<file path="src/rtl/cpu_host_mbox.sv">
// CPU/host mailbox: a TX FIFO (CPU to host) and an RX FIFO (host to CPU), each with a
// control/status register and sticky error flags.
module cpu_host_mbox #(
  parameter int unsigned DEPTH = 16
) (
  input  logic        clk,
  input  logic        rst,
  input  logic        wr_reg,
  input  logic        rd_reg,
  input  logic [10:0] op_sel,
  input  logic [15:0] tos,
  output logic [15:0] par,
  output logic        h_rd_valid,
  output logic [15:0] h_rd_data,
  input  logic        h_rd_ready,
  input  logic        h_wr_valid,
  input  logic [15:0] h_wr_data,
  output logic        h_wr_ready,
  output logic        irq
);

  localparam int unsigned AW = $clog2(DEPTH);
  localparam int unsigned CW = AW + 1;
  localparam int unsigned DW = 16;

  logic [DW-1:0] tx_mem [DEPTH];
  logic [DW-1:0] rx_mem [DEPTH];

  logic [AW-1:0] tx_wp, tx_rp, rx_wp, rx_rp;
  logic [AW-1:0] tx_wp_nxt, tx_rp_nxt, rx_wp_nxt, rx_rp_nxt;
  logic [CW-1:0] tx_count, rx_count, tx_count_nxt, rx_count_nxt;
  logic          tx_ovf, rx_unf, tx_ovf_nxt, rx_unf_nxt;

  logic tx_push_req, ctl_wr, tx_flush, rx_flush, flag_clr;
  logic tx_full, rx_empty, h_pop, tx_push, cpu_pop_req, rx_pop, h_push;
  logic tx_ovf_set, rx_unf_set;
  logic [DW-1:0] status;
  logic unused_bits;

  assign unused_bits = ^{op_sel[10:2], tos[15:3]};

  // Decode CPU strobes and FIFO handshakes
  assign tx_push_req = wr_reg & op_sel[0];
  assign ctl_wr      = wr_reg & op_sel[1];
  assign tx_flush    = ctl_wr & tos[0];
  assign rx_flush    = ctl_wr & tos[1];
  assign flag_clr    = ctl_wr & tos[2];

  assign tx_full     = (tx_count == CW'(DEPTH));
  assign rx_empty    = (rx_count == '0);
  assign h_pop       = (tx_count != '0) & h_rd_ready;
  assign tx_push     = tx_push_req & (~tx_full | h_pop);
  assign tx_ovf_set  = tx_push_req & tx_full & ~h_pop;

  assign cpu_pop_req = rd_reg & op_sel[0];
  assign rx_pop      = cpu_pop_req & ~rx_empty;
  assign rx_unf_set  = cpu_pop_req & rx_empty;
  assign h_push      = h_wr_valid & h_wr_ready;

  assign h_rd_valid  = (tx_count != '0);
  assign h_rd_data   = tx_mem[tx_rp];
  assign h_wr_ready  = (rx_count != CW'(DEPTH));

  assign status = {tx_ovf, rx_unf, 2'b00, tx_full, rx_empty, 5'(tx_count), 5'(rx_count)};

  // par feeds tos on the same edge as rd_reg, so it is purely combinational
  always_comb begin
    par = '0;
    if (rst && rd_reg) begin
      if (op_sel[0]) begin
        par = rx_empty ? '0 : rx_mem[rx_rp];
      end else if (op_sel[1]) begin
        par = status;
      end
    end
  end

  // TX pointer/count next state; flush wins over any same-cycle push/pop
  always_comb begin
    tx_wp_nxt    = tx_wp;
    tx_rp_nxt    = tx_rp;
    tx_count_nxt = tx_count;
    if (tx_flush) begin
      tx_wp_nxt    = '0;
      tx_rp_nxt    = '0;
      tx_count_nxt = '0;
    end else begin
      if (tx_push) tx_wp_nxt = tx_wp + AW'(1);
      if (h_pop)   tx_rp_nxt = tx_rp + AW'(1);
      case ({tx_push, h_pop})
        2'b10:   tx_count_nxt = tx_count + CW'(1);
        2'b01:   tx_count_nxt = tx_count - CW'(1);
        default: tx_count_nxt = tx_count;
      endcase
    end
  end

  // RX pointer/count next state
  always_comb begin
    rx_wp_nxt    = rx_wp;
    rx_rp_nxt    = rx_rp;
    rx_count_nxt = rx_count;
    if (rx_flush) begin
      rx_wp_nxt    = '0;
      rx_rp_nxt    = '0;
      rx_count_nxt = '0;
    end else begin
      if (h_push) rx_wp_nxt = rx_wp + AW'(1);
      if (rx_pop) rx_rp_nxt = rx_rp + AW'(1);
      case ({h_push, rx_pop})
        2'b10:   rx_count_nxt = rx_count + CW'(1);
        2'b01:   rx_count_nxt = rx_count - CW'(1);
        default: rx_count_nxt = rx_count;
      endcase
    end
  end

  // A new error event outranks a same-cycle clear
  always_comb begin
    tx_ovf_nxt = tx_ovf_set | (tx_ovf & ~flag_clr);
    rx_unf_nxt = rx_unf_set | (rx_unf & ~flag_clr);
  end

  always_ff @(posedge clk or negedge rst) begin
    if (!rst) begin
      tx_wp    <= '0;
      tx_rp    <= '0;
      tx_count <= '0;
      rx_wp    <= '0;
      rx_rp    <= '0;
      rx_count <= '0;
      tx_ovf   <= 1'b0;
      rx_unf   <= 1'b0;
      irq      <= 1'b0;
    end else begin
      tx_wp    <= tx_wp_nxt;
      tx_rp    <= tx_rp_nxt;
      tx_count <= tx_count_nxt;
      rx_wp    <= rx_wp_nxt;
      rx_rp    <= rx_rp_nxt;
      rx_count <= rx_count_nxt;
      tx_ovf   <= tx_ovf_nxt;
      rx_unf   <= rx_unf_nxt;
      irq      <= (tx_count_nxt != '0);
    end
  end

  // Storage carries no reset; validity is tracked by the counts
  always_ff @(posedge clk) begin
    if (tx_push && !tx_flush) tx_mem[tx_wp] <= tos;
    if (h_push && !rx_flush)  rx_mem[rx_wp] <= h_wr_data;
  end

endmodule

</file>
<file path="config.mk">
export PLATFORM = sky130hd
export DESIGN_NAME = cpu_host_mbox
export DESIGN_NICKNAME = d
export VERILOG_FILES = /design/src/rtl/cpu_host_mbox.sv
export SDC_FILE = /design/constraint.sdc
export NUM_CORES = 1
export LEC_CHECK = 0
export BUFFER_PORTS_ARGS = -buffer_cell sky130_fd_sc_hd__buf_2
export CORE_UTILIZATION = 40
export DETAILED_ROUTE_END_ITERATION = 7
export MAX_ROUTING_LAYER = met4
export PLACE_DENSITY_LB_ADDON = 0.2
export SKIP_CTS_REPAIR_TIMING = 1
export SLEW_MARGIN = 40
export SYNTH_ARGS = -nofsm -noshare
export SYNTH_HDL_FRONTEND = slang
export SYNTH_SLANG_ARGS = --single-unit
</file>
<file path="constraint.sdc">
create_clock -name clk -period 5.1 [get_ports clk]
set_input_delay 1.02 -clock clk [delete_from_list [all_inputs] [get_ports clk]]
set_output_delay 1.02 -clock clk [all_outputs]
set_load 0.05 [all_outputs]
</file>
* Word-level counts from Yosys, hierarchy flattened
Memories as Yosys holds them, arrays and structs flattened. Index checks and enable logic that the tools add are counted.
Operators by class: $add $sub $neg 8, eq/ne operators 6, muxes and demuxes 20, bitwise operators 22, reductions and logical operators 13
Operators with widths (number):
- two-way mux 16 bit | 4
- two-way mux 4 bit | 8
- case mux 5 bit (2 select lines) | 2
- adder 4 x 1 -> 4 bit (second input constant) | 4
- bitwise AND 1 bit | 15
- adder 5 x 1 -> 5 bit (second input constant) | 2
- two-way mux 5 bit | 2
- nonzero test 5 bit | 2
- subtractor 5 x 1 -> 5 bit (second input constant) | 2
- nonzero test 2 bit | 4
- == test 5 bit (second input constant) | 1
- logical NOT 5 bit | 1
- != test 5 bit (second input constant) | 1
- == test 2 x 1 -> 1 bit (second input constant) | 2
- == test 2 bit (second input constant) | 2
- two-way mux 1 bit | 4
- NOT 1 bit | 4
- logical AND 1 bit | 3
- OR 1 bit | 3
- nonzero test 3 bit | 1
- logical NOT 1 bit | 2
Storage, ports and cells: bits in registers 29, RAM bits 512, input port bits 49, output and inout port bits 35, word-level logic and storage cells 80, memories kept 2
Memories:
- rx_mem | words 16, width 16, rd ports 1, clocked after memory_dff 0, wr ports 1, line 27 | logic [DW-1:0] rx_mem [DEPTH];
- tx_mem | words 16, width 16, rd ports 1, clocked after memory_dff 0, wr ports 1, line 26 | logic [DW-1:0] tx_mem [DEPTH];

* Depth between registers and ports, before layout
Gate-level depths: netlist (run 1).
depth after elaboration 8, mapped depth 11, depth with buffers taken out 10

* Worst setup path before layout (run 1)
OpenSTA, ideal clock, no wires.
path type input-to-reg, start point input op_sel[0], end point memory tx_mem[3][0], enable pin, library setup time 409 ps, arrival time 2992 ps, required time 4691 ps, path slack 1699 ps, stages 5, buffers on the path 0, path through nand2_1 -> a31oi_1 -> nor2b_1 -> nand2_1 -> nor3_1
On the way: longest elaborated chain between the ends 5
Ends and longest elaborated chain:
- start, declared | line 10 | input logic [10:0] op_sel,
- bitwise AND 1 bit | line 43 | assign tx_push_req = wr_reg & op_sel[0];
- bitwise AND 1 bit | line 52 | assign tx_push = tx_push_req & (~tx_full | h_pop);
- logical AND 1 bit | line 150 | if (tx_push && !tx_flush) tx_mem[tx_wp] <= tos;
- two-way mux 1 bit | line 150
- two-way mux 1 bit (not written as such) | line 150
- end, declared | line 26
Every way passes these cells.

* Worst setup path in the final report (run 1)
start point register rx_rp[0], end point output par[10]
On the way: longest elaborated chain between the ends 4
Ends and longest elaborated chain:
- start, declared | line 29 | logic [AW-1:0] tx_wp, tx_rp, rx_wp, rx_rp;
- start signal, assigned | line 140 | rx_rp <= rx_rp_nxt;
- memory (16 x 16 bit)
- two-way mux 16 bit | line 71 | par = rx_empty ? '0 : rx_mem[rx_rp];
- two-way mux 16 bit | line 70 | if (op_sel[0]) begin
- two-way mux 16 bit | line 69 | if (rst && rd_reg) begin
- end, declared | line 12 | output logic [15:0] par,
Every way passes these cells.

==> run summary, run 1 <==
* number of antenna violations at the first check in global routing: 4
* vertical die dimension: 233 µm
* GRT Residual Overflow: 0
* Relative slew margins: 44.3%
* clock network fraction of total power: 29.8%
* achievable frequency: 229 MHz
* total clock buffers created by CTS: 56
* CTS tree: done
* post-synthesis simple-gate area fraction: 2.63%
* share of synthesized area spent on multiplexers: 17.1%
* Synth warnings: 0
* number of levels in the clock H-tree: 2
* crit start category: register
* synthesized flop and latch total: 541
* starting density of the core: 40.5%
* clock-pin slew on the worst setup and hold paths: 0.06 ns
* leading area contributor after synthesis: edfxtp_1
* minimum clock period after layout: 4.37 ns
* combinational family with the most area after synthesis: multiplexers
* xor/xnor cell area share of the yosys netlist: 0.822%
* final worst slack: 0.730 ns
* global-route wire length before repair: 70000 µm
* Cell Int Power: 8.94 mW
* share of synthesized registers carrying an async set or reset: 5.36%
* netlist area before placement: 0.0213 mm²
* total core area: 0.0526 mm²
* count of max-cap constraint violations: 0
* half-perimeter wire length of the detailed placement result: 27100 µm
* share of total power in combinational logic: 26.3%
* final clock skew: 0.0201 ns
* data required time at the worst endpoint: 4.08 ns
* critical path peak fanout: 22
* synthesized netlist cell count: 969
* share of post-route cells with drive strength above 1: 35.2%
* Post-synth top cells: 512 x edfxtp_1, 160 x mux4_2, 59 x nor2_1
* Core Rows: 84
* number of flops mapped to enable cells by yosys: 512
* Layout Area Growth over Synthesis: 15.0%
* prevailing post-synth register cell: edfxtp_1
* net count reported at finish: 1157
* latest clock arrival within the worst-skew pair: 0.60 ns
* maximum root-to-sink buffer count: 3
* Worst Max-Slew Pin Slew: 0.831 ns
* Mapped Avg Cell Area: 22.0 µm²
* filler instances: 4416
* compound-gate portion of the synthesized area: 1.59%
* number of remaining DRC errors: 0
* via count of the first global-routing pass: 10500
* Worst Path Arrival: 3.35 ns
* crit path capture type: output pin
* Root Buffer Master: clkbuf_16
* initial drt markers: 648
* final routed wire length divided by cell count: 25.8 µm
* final-layout setup total negative slack: 0 ns
* overall die area: 0.0542 mm²
* antenna viol nets, final: 0
* Final GP Congestion: 0.764
* part of the total power dissipated in sequential elements: 43.9%
* boundary pin count: 84
* Final Slew Violations: 0
* Worst Hold Depth: 2
* overall track demand over capacity in global routing: 18.6%
* largest cells by area after synthesis: edfxtp_1 72%, mux4_2 17%, dfrtp_1 3.4%, nor2_1 1.0%, ha_1 0.82%
* static leakage: 7.88 nW
* largest voltage drop on the vdd net: 0.283 mV
* cell area power density: 522 mW/mm²
* depth of the worst register-to-register path: 10
* number of detailed-route iterations in the first pass: 5
* WS Path Type: register to output pin
* status: finished, final reports clean
* class of the tightest hold or removal check: register to register
* total number of vias: 9908
* horizontal die dimension: 233 µm
* DR vias/cell: 5.41
* Final Hold Viols: 0
* Worst Setup Slack post-DPL: 1.29 ns
* final cycle utilization of the critical path: 85.7%
* adder-cell share of the synthesized area: 0.916%
* sinks on the clock net: 541
* Sw Ratio: 30.2%
* total of buffers placed on input and output ports: 74
* most used standard cell by instance count after synthesis: edfxtp_1
* register area share after synthesis: 75.6%
* number of setup violations in the final report: 0
* pin count of the biggest net entering global routing: 68
* setup repair after global routing missed its margin: false
* Synthesized Nets: 1033
* post-detailed-routing wire length: 47300 µm
* Net Sw Power: 3.86 mW
* distinct cell type count after synthesis: 50
* share of the synthesized area in the top cell type: 72.2%
[sequential cells by signal, indices dropped and copies added, names as in the netlist, 4 cells and up]
name	count
tx_rp	4
tx_mem	256
tx_wp	4
rx_rp	4
rx_mem	256
rx_wp	4
tx_count	5
rx_count	5
[final timing paths]
check / from / to / slack, ns
min in group asynchronous: rst / rx_unf$_DFF_PN0_ / 0.60
setup / recovery: rx_rp[0]$_DFFE_PN0P_ / par[10] / 0.73
hold reg to reg: tx_ovf$_DFF_PN0_ / tx_ovf$_DFF_PN0_ / 0.55
hold / removal: tx_ovf$_DFF_PN0_ / tx_ovf$_DFF_PN0_ / 0.55
max in group asynchronous: rst / tx_rp[0]$_DFFE_PN0P_ / 4.05
setup reg to reg: rx_count[0]$_DFFE_PN0P_ / rx_count[4]$_DFFE_PN0P_ / 1.91
[area by class of cell]
cell class	instances	area, µm²	area share (%)
Multi-Input combinational cell	364	5010	20.5
Timing Repair Buffer	120	766	3.12
Clock inverter	27	178	0.725
Antenna cell	4	10.0	0.0408
Tap cell	688	861	3.51
Clock buffer	76	1530	6.23
Sequential cell	541	16100	65.8
Inverter	10	37.5	0.153
[metrics by stage]
| step | power [mW] | hold slack, ns | std cells | instance area, µm² | util [%] |
|---|---|---|---|---|---|
| finish | 12.8 | 0.551 | 1830 | 24500 | 46.6 |
| global route | 13.4 | 0.557 | 1829 | 24500 | 46.6 |
| CTS | 13.0 | 0.551 | 1826 | 24500 | 46.6 |
| detailed placement | 9.17 | 0.531 | 1723 | 22800 | 43.4 |
| global placement | 9.13 | 0.527 | 1723 | 22800 | 43.3 |
| floorplan | 8.23 | 0.443 | 969 | 21300 | - |
[power by group through the flow]
| stage | Combinational [mW] | Sequential (mW) | Clock (mW) |
|---|---|---|---|
| after floorplan | 2.84 | 5.39 | 0 |
| after global routing | 3.62 | 5.68 | 4.07 |
| after CTS | 3.45 | 5.63 | 3.91 |
| final | 3.37 | 5.62 | 3.81 |
| after detailed placement | 3.45 | 5.73 | 0 |
| after global placement | 3.42 | 5.72 | 0 |
[cells by family after synthesis]
logic type / count (synthesis)
flops: 541
mux: 164
xor+xnor: 20
fa+ha+maj: 15
simple gates: 122
compound gates: 43
buf+inv: 64
[cells in the final DEF, fill, tap and decap left out, drive strengths merged, types with 2 or more instances in the layout]
cell    Yosys  routed
a21oi       8       8
clkbuf     32      76
nor4        3       3
nor3        7       7
xnor2      10      10
and3        4       4
or4         2       2
and2        2       2
mux4      160     160
a211oi      3       3
o21ai       6       6
bufinv      0       2
nand4       6       6
dfrtp      29      29
nand3       6       6
inv        10      10
ha         14      14
a32o       13      13
nor2       59      59
clkinv      0      24
nand2      21      21
nand2b      4       4
buf        22     120
nor2b       3       3
mux2i       4       4
xor2       10      10
edfxtp    512     512
diode       0       4
o211a       2       2
[critical path, cell delays in order, from the launching register on]
cell and delay, ns:
dfrtp_4 0.74, buf_4 0.36, mux4_2 0.55, mux4_2 0.52, a32o_1 0.33, buf_2 0.22
[routing by layer]
metal | vias to the layer above | wire length (µm) | global-route usage, %
li1 | 4312 | - | -
met1 | 5319 | 19100 | 23.0
met2 | 205 | 25100 | 31.7
met3 | 72 | 2070 | 3.09
met4 | 0 | 993 | 5.17
met5 | - | 0 | -
Power figures use the tool's default switching activity.
==> run 2: changes to the inputs <==
==> constraint.sdc (replaced) <==
create_clock -name clk -period 5.1 [get_ports clk]
set_input_delay 1.02 -clock clk [delete_from_list [all_inputs] [get_ports clk]]
set_output_delay 1.02 -clock clk [all_outputs]
set_load 0.1 [all_outputs]
==> run summary, run 2 (same netlist as run 1, synthesis figures left out) <==
* status: finished, final reports clean
* Relative slew margins: 47.8%, +3.5 points
* GRT Residual Overflow: 0, unchanged
* Worst Setup Slack post-DPL: 1.23 ns, -0.0519 ns
* count of max-cap constraint violations: 0, unchanged
* starting density of the core: 40.5%, unchanged
* DR vias/cell: 5.39, -0.40%
* number of antenna violations at the first check in global routing: 3, -1
* Root Buffer Master: clkbuf_16
* setup repair after global routing missed its margin: false
* net count reported at finish: 1158, +0.086%
* horizontal die dimension: 233 µm, unchanged
* maximum root-to-sink buffer count: 3, unchanged
* largest registers: rx_mem (256), tx_mem (256)
* number of levels in the clock H-tree: 2, unchanged
* crit path capture type: output pin
* vertical die dimension: 233 µm, unchanged
* largest voltage drop on the vdd net: 0.288 mV, +1.7%
* overall die area: 0.0542 mm², unchanged
* source of the worst register-to-register timing path: rx_count[1]$_DFFE_PN0P_
* antenna viol nets, final: 0, unchanged
* post-detailed-routing wire length: 46700 µm, -1.3%
* Layout Area Growth over Synthesis: 15.1%, about the same
* depth of the worst register-to-register path: 11, +1
* class of the tightest hold or removal check: register to register
* cell area power density: 550 mW/mm², +5.3%
* static leakage: 7.88 nW, +0.10%
* total number of vias: 9836, -0.73%
* pin count of the biggest net entering global routing: 46, -32%
* Final Hold Viols: 0, unchanged
* RR Endpoint: rx_count[4]$_DFFE_PN0P_
* Net Sw Power: 4.42 mW, +15%
* number of detailed-route iterations in the first pass: 5, unchanged
* final worst slack: 0.682 ns, -0.0482 ns
* sinks on the clock net: 541, unchanged
* boundary pin count: 84, unchanged
* Sw Ratio: 32.8%, +2.6 points
* final clock skew: 0.0114 ns, -0.00864 ns
* final cycle utilization of the critical path: 86.6%, +0.94 points
* achievable frequency: 226 MHz, -1.1%
* overall track demand over capacity in global routing: 18.3%, -0.31 points
* Worst Path Arrival: 3.40 ns, +0.05 ns
* total of buffers placed on input and output ports: 74, unchanged
* Final Slew Violations: 0, unchanged
* total core area: 0.0526 mm², unchanged
* Core Rows: 84, unchanged
* number of remaining DRC errors: 0, unchanged
* part of the total power dissipated in sequential elements: 41.8%, -2.1 points
* global-route wire length before repair: 69300 µm, -0.98%
* WS Path Type: register to output pin
* clock network fraction of total power: 28.7%, -1.1 points
* Worst Max-Slew Pin Slew: 0.783 ns, -0.0486 ns
* Final GP Congestion: 0.778, +1.8%
* via count of the first global-routing pass: 10500, -0.048%
* latest clock arrival within the worst-skew pair: 0.59 ns, about the same
* number of setup violations in the final report: 0, unchanged
* half-perimeter wire length of the detailed placement result: 27400 µm, +1.0%
* most frequent cells in the layout: 512 x edfxtp_1, 160 x mux4_2, 74 x buf_2, 57 x clkbuf_16, 44 x buf_4
* total clock buffers created by CTS: 55, -1.8%
* critical path peak fanout: 27, +23%
* data required time at the worst endpoint: 4.08 ns, about the same
* most common cell after layout, fill and taps aside: edfxtp_1
* multi-input combinational cell area: 0.00501 mm², about the same
* sequential cell area: 0.0161 mm², about the same
* initial drt markers: 731, +13%
* clock-pin slew on the worst setup and hold paths: 0.06 ns, about the same
* start point of the critical path: rx_rp[0]$_DFFE_PN0P_
* final-layout setup total negative slack: 0 ns, unchanged
* worst reg2reg setup slack: 1.97 ns, +0.06 ns
* minimum clock period after layout: 4.42 ns, +0.0482 ns
* share of total power in combinational logic: 29.6%, +3.3 points
* Cell Int Power: 9.07 mW, +1.5%
* CTS tree: done
* filler instances: 4367, -1.1%
* share of post-route cells with drive strength above 1: 34.6%, -0.64 points
* destination of the critical timing path: par[14]
* crit start category: register
* final routed wire length divided by cell count: 25.6 µm, -0.98%
## run 2: metrics by stage
step | total power [mW] | area (µm²) | instances | hold slack (ns) | utilization [%]
floorplan | 8.80 | 21300 | 969 | 0.443 | -
global placement | 9.78 | 22800 | 1725 | 0.529 | 43.4
finish | 13.5 | 24500 | 1824 | 0.550 | 46.7
global route | 14.1 | 24500 | 1823 | 0.573 | 46.7
detailed placement | 9.82 | 22800 | 1725 | 0.539 | 43.4
CTS | 13.7 | 24500 | 1821 | 0.552 | 46.7
## run 2: area by class of cell
type | instances | area share [%]
antenna | 3 | 0.0306
timing repair buffer | 122 | 3.18
inverter | 10 | 0.153
sequential | 541 | 65.7
clock inverter | 24 | 0.964
multi-input combinational | 364 | 20.4
clock buffer | 72 | 6.04
tap | 688 | 3.51
## run 2: worst max-delay path, cell delays in order, from the launching register on
cell,delay (ns)
dfrtp_4,0.80
buf_12,0.28
mux4_2,0.53
mux4_2,0.53
a32o_1,0.32
buf_2,0.30
## run 2: worst min path at each step
stage                  endpoint  depth (start not counted)             start
6_report       rx_unf$_DFF_PN0_                          1  rx_unf$_DFF_PN0_
5_1_grt        rx_unf$_DFF_PN0_                          1  rx_unf$_DFF_PN0_
4_1_cts        rx_unf$_DFF_PN0_                          1  rx_unf$_DFF_PN0_
3_5_place_dp   rx_unf$_DFF_PN0_                          1  rx_unf$_DFF_PN0_
3_3_place_gp   rx_unf$_DFF_PN0_                          1  rx_unf$_DFF_PN0_
2_1_floorplan  tx_ovf$_DFF_PN0_                          2  tx_ovf$_DFF_PN0_
## run 2: metal layers
metal | vias up | track usage, % | share of wire (%)
met4 | 0 | 5.29 | 2.1
li1 | 4306 | - | -
met3 | 67 | 3.11 | 5.0
met1 | 5240 | 23.0 | 41
met5 | - | - | 0
met2 | 223 | 30.6 | 52
## run 2: power by group through the flow
stage	clock, mW	combinational (mW)	sequential, mW
finish	3.87	3.99	5.63
global route	4.14	4.24	5.69
CTS	3.97	4.09	5.65
detailed placement	0	4.08	5.74
global placement	0	4.06	5.73
floorplan	0	3.40	5.40
==> run 3: changes to the inputs <==
--- a/config.mk
+++ b/config.mk
@@ -7,6 +7,7 @@
 export LEC_CHECK = 0
 export BUFFER_PORTS_ARGS = -buffer_cell sky130_fd_sc_hd__buf_2
 export CORE_UTILIZATION = 40
+export CTS_BUF_LIST = sky130_fd_sc_hd__clkbuf_16
 export DETAILED_ROUTE_END_ITERATION = 7
 export MAX_ROUTING_LAYER = met4
 export PLACE_DENSITY_LB_ADDON = 0.2
==> run summary, run 3 (same netlist as run 1, synthesis figures left out) <==
* critical path peak fanout: 27, unchanged
* status: finished, final reports clean
* share of post-route cells with drive strength above 1: 34.6%, unchanged
* total of buffers placed on input and output ports: 74, unchanged
* starting density of the core: 40.5%, unchanged
* antenna viol nets, final: 0, unchanged
* most frequent cells in the layout: 512 x edfxtp_1, 160 x mux4_2, 74 x buf_2, 57 x clkbuf_16, 44 x buf_4
* delay-heaviest family, CP: multiplexers
* GR Layer Usage met2: 30.6%, unchanged
* static leakage: 7.95 nW, +0.79%
* minimum clock period after layout: 4.42 ns, -0.000824 ns
* depth of the worst register-to-register path: 11, unchanged
* global route hottest layer: met2
* post-detailed-routing wire length: 46600 µm, -0.11%
* data required time at the worst endpoint: 4.08 ns, about the same
* pin count of the biggest net entering global routing: 46, unchanged
* number of setup violations in the final report: 0, unchanged
* multi-input combinational cell area: 0.00501 mm², unchanged
* overall die area: 0.0542 mm², unchanged
* half-perimeter wire length of the detailed placement result: 27400 µm, unchanged
* peak per-stage delay on the critical path: 0.80 ns, about the same
* Worst Hold Depth: 1, unchanged
* Relative slew margins: 47.3%, -0.56 points
* number of logic stages on the critical path including buffering: 5, unchanged
* setup repair after global routing missed its margin: false
* number of antenna violations at the first check in global routing: 3, unchanged
* clock-pin slew on the worst setup and hold paths: 0.06 ns, about the same
* crit path capture type: output pin
* total core area: 0.0526 mm², unchanged
* source of the worst register-to-register timing path: rx_count[1]$_DFFE_PN0P_
* Final Slew Violations: 0, unchanged
* largest voltage drop on the vdd net: 0.287 mV, -0.12%
* sinks on the clock net: 541, unchanged
* critical path's slowest cell: dfrtp_4
* critical hold path startpoint: rx_unf$_DFF_PN0_
* class of the tightest hold or removal check: register to register
* Finished Core Util: 46.7%, unchanged
* global-route wire length before repair: 69300 µm, about the same
* cell area power density: 549 mW/mm², -0.22%
* Worst Path Arrival: 3.40 ns, about the same
* boundary pin count: 84, unchanged
* final clock skew: 0.0107 ns, -0.000731 ns
* net count reported at finish: 1158, unchanged
* Layout Area Growth over Synthesis: 15.1%, unchanged
* final-layout setup total negative slack: 0 ns, unchanged
* start point of the critical path: rx_rp[0]$_DFFE_PN0P_
* GRT Residual Overflow: 0, unchanged
* count of max-cap constraint violations: 0, unchanged
* initial drt markers: 748, +2.3%
* met3 layer usage reported by global route: 3.11%, unchanged
* vertical die dimension: 233 µm, unchanged
* final routed wire length divided by cell count: 25.6 µm, -0.11%
* total clock buffers created by CTS: 55, unchanged
* largest registers: rx_mem (256), tx_mem (256)
* maximum root-to-sink buffer count: 3, unchanged
* number of detailed-route iterations in the first pass: 5, unchanged
* crit-path cells: buf_12 -> mux4_2 -> mux4_2 -> a32o_1 -> buf_2
* Final Power: 13.5 mW, -0.22%
* number of remaining DRC errors: 0, unchanged
* crit start category: register
* combined buffer and inverter count along the critical path: 2, unchanged
* CTS tree: done
* final cycle utilization of the critical path: 86.6%, about the same
* via count of the first global-routing pass: 10500, unchanged
* most common cell after layout, fill and taps aside: edfxtp_1
* Worst Setup Slack post-DPL: 1.23 ns, unchanged
* most used cell along the critical path: mux4_2
* Final Hold Viols: 0, unchanged
* Global Route met1 Usage: 23.0%, about the same
* achievable frequency: 226 MHz, about the same
* Final GP Congestion: 0.778, unchanged
* final worst slack: 0.683 ns, +0.000824 ns
* Worst Max-Slew Pin Slew: 0.791 ns, +0.00840 ns
* Root Buffer Master: clkbuf_16
* Core Rows: 84, unchanged
* overall track demand over capacity in global routing: 18.3%, about the same
* filler instances: 4367, unchanged
* sequential cell area: 0.0161 mm², unchanged
* number of levels in the clock H-tree: 2, unchanged
* WS Path Type: register to output pin
* horizontal die dimension: 233 µm, unchanged
* DR vias/cell: 5.38, -0.24%
* total number of vias: 9812, -0.24%
* latest clock arrival within the worst-skew pair: 0.59 ns, about the same
## run 3: worst paths after layout
path	endpoint	slack [ns]
min	rx_unf$_DFF_PN0_	0.55
min in group asynchronous	tx_count[3]$_DFF_PN0_	0.59
min reg2reg	rx_unf$_DFF_PN0_	0.55
max in group asynchronous	tx_rp[0]$_DFFE_PN0P_	4.05
max reg2reg	rx_count[4]$_DFFE_PN0P_	1.97
max	par[10]	0.68
## run 3: area by class of cell
class,instances,area share (%)
Antenna cell,3,0.0306
Clock buffer,57,5.81
Clock inverter,39,1.19
Inverter,10,0.153
Multi-Input combinational cell,364,20.4
Sequential cell,541,65.7
Tap cell,688,3.51
Timing Repair Buffer,122,3.18
## run 3: metrics by stage
stage / cell area, µm² / hold WS (ns) / cells
after floorplan: 21300 / 0.443 / 969
after global placement: 22800 / 0.529 / 1725
after detailed placement: 22800 / 0.539 / 1725
after CTS: 24500 / 0.552 / 1821
after global routing: 24500 / 0.573 / 1823
final: 24500 / 0.550 / 1824
## run 3: per-layer routing
| layer | up-vias | share of wire, % |
|---|---|---|
| met4 | 0 | 2.1 |
| met1 | 5228 | 42 |
| li1 | 4307 | - |
| met5 | - | 0 |
| met3 | 67 | 4.7 |
| met2 | 210 | 52 |
## run 3: power breakdown
part	switching, mW	internal [mW]
clock network	1.59	2.25
registers	0.436	5.20
logic	2.40	1.60
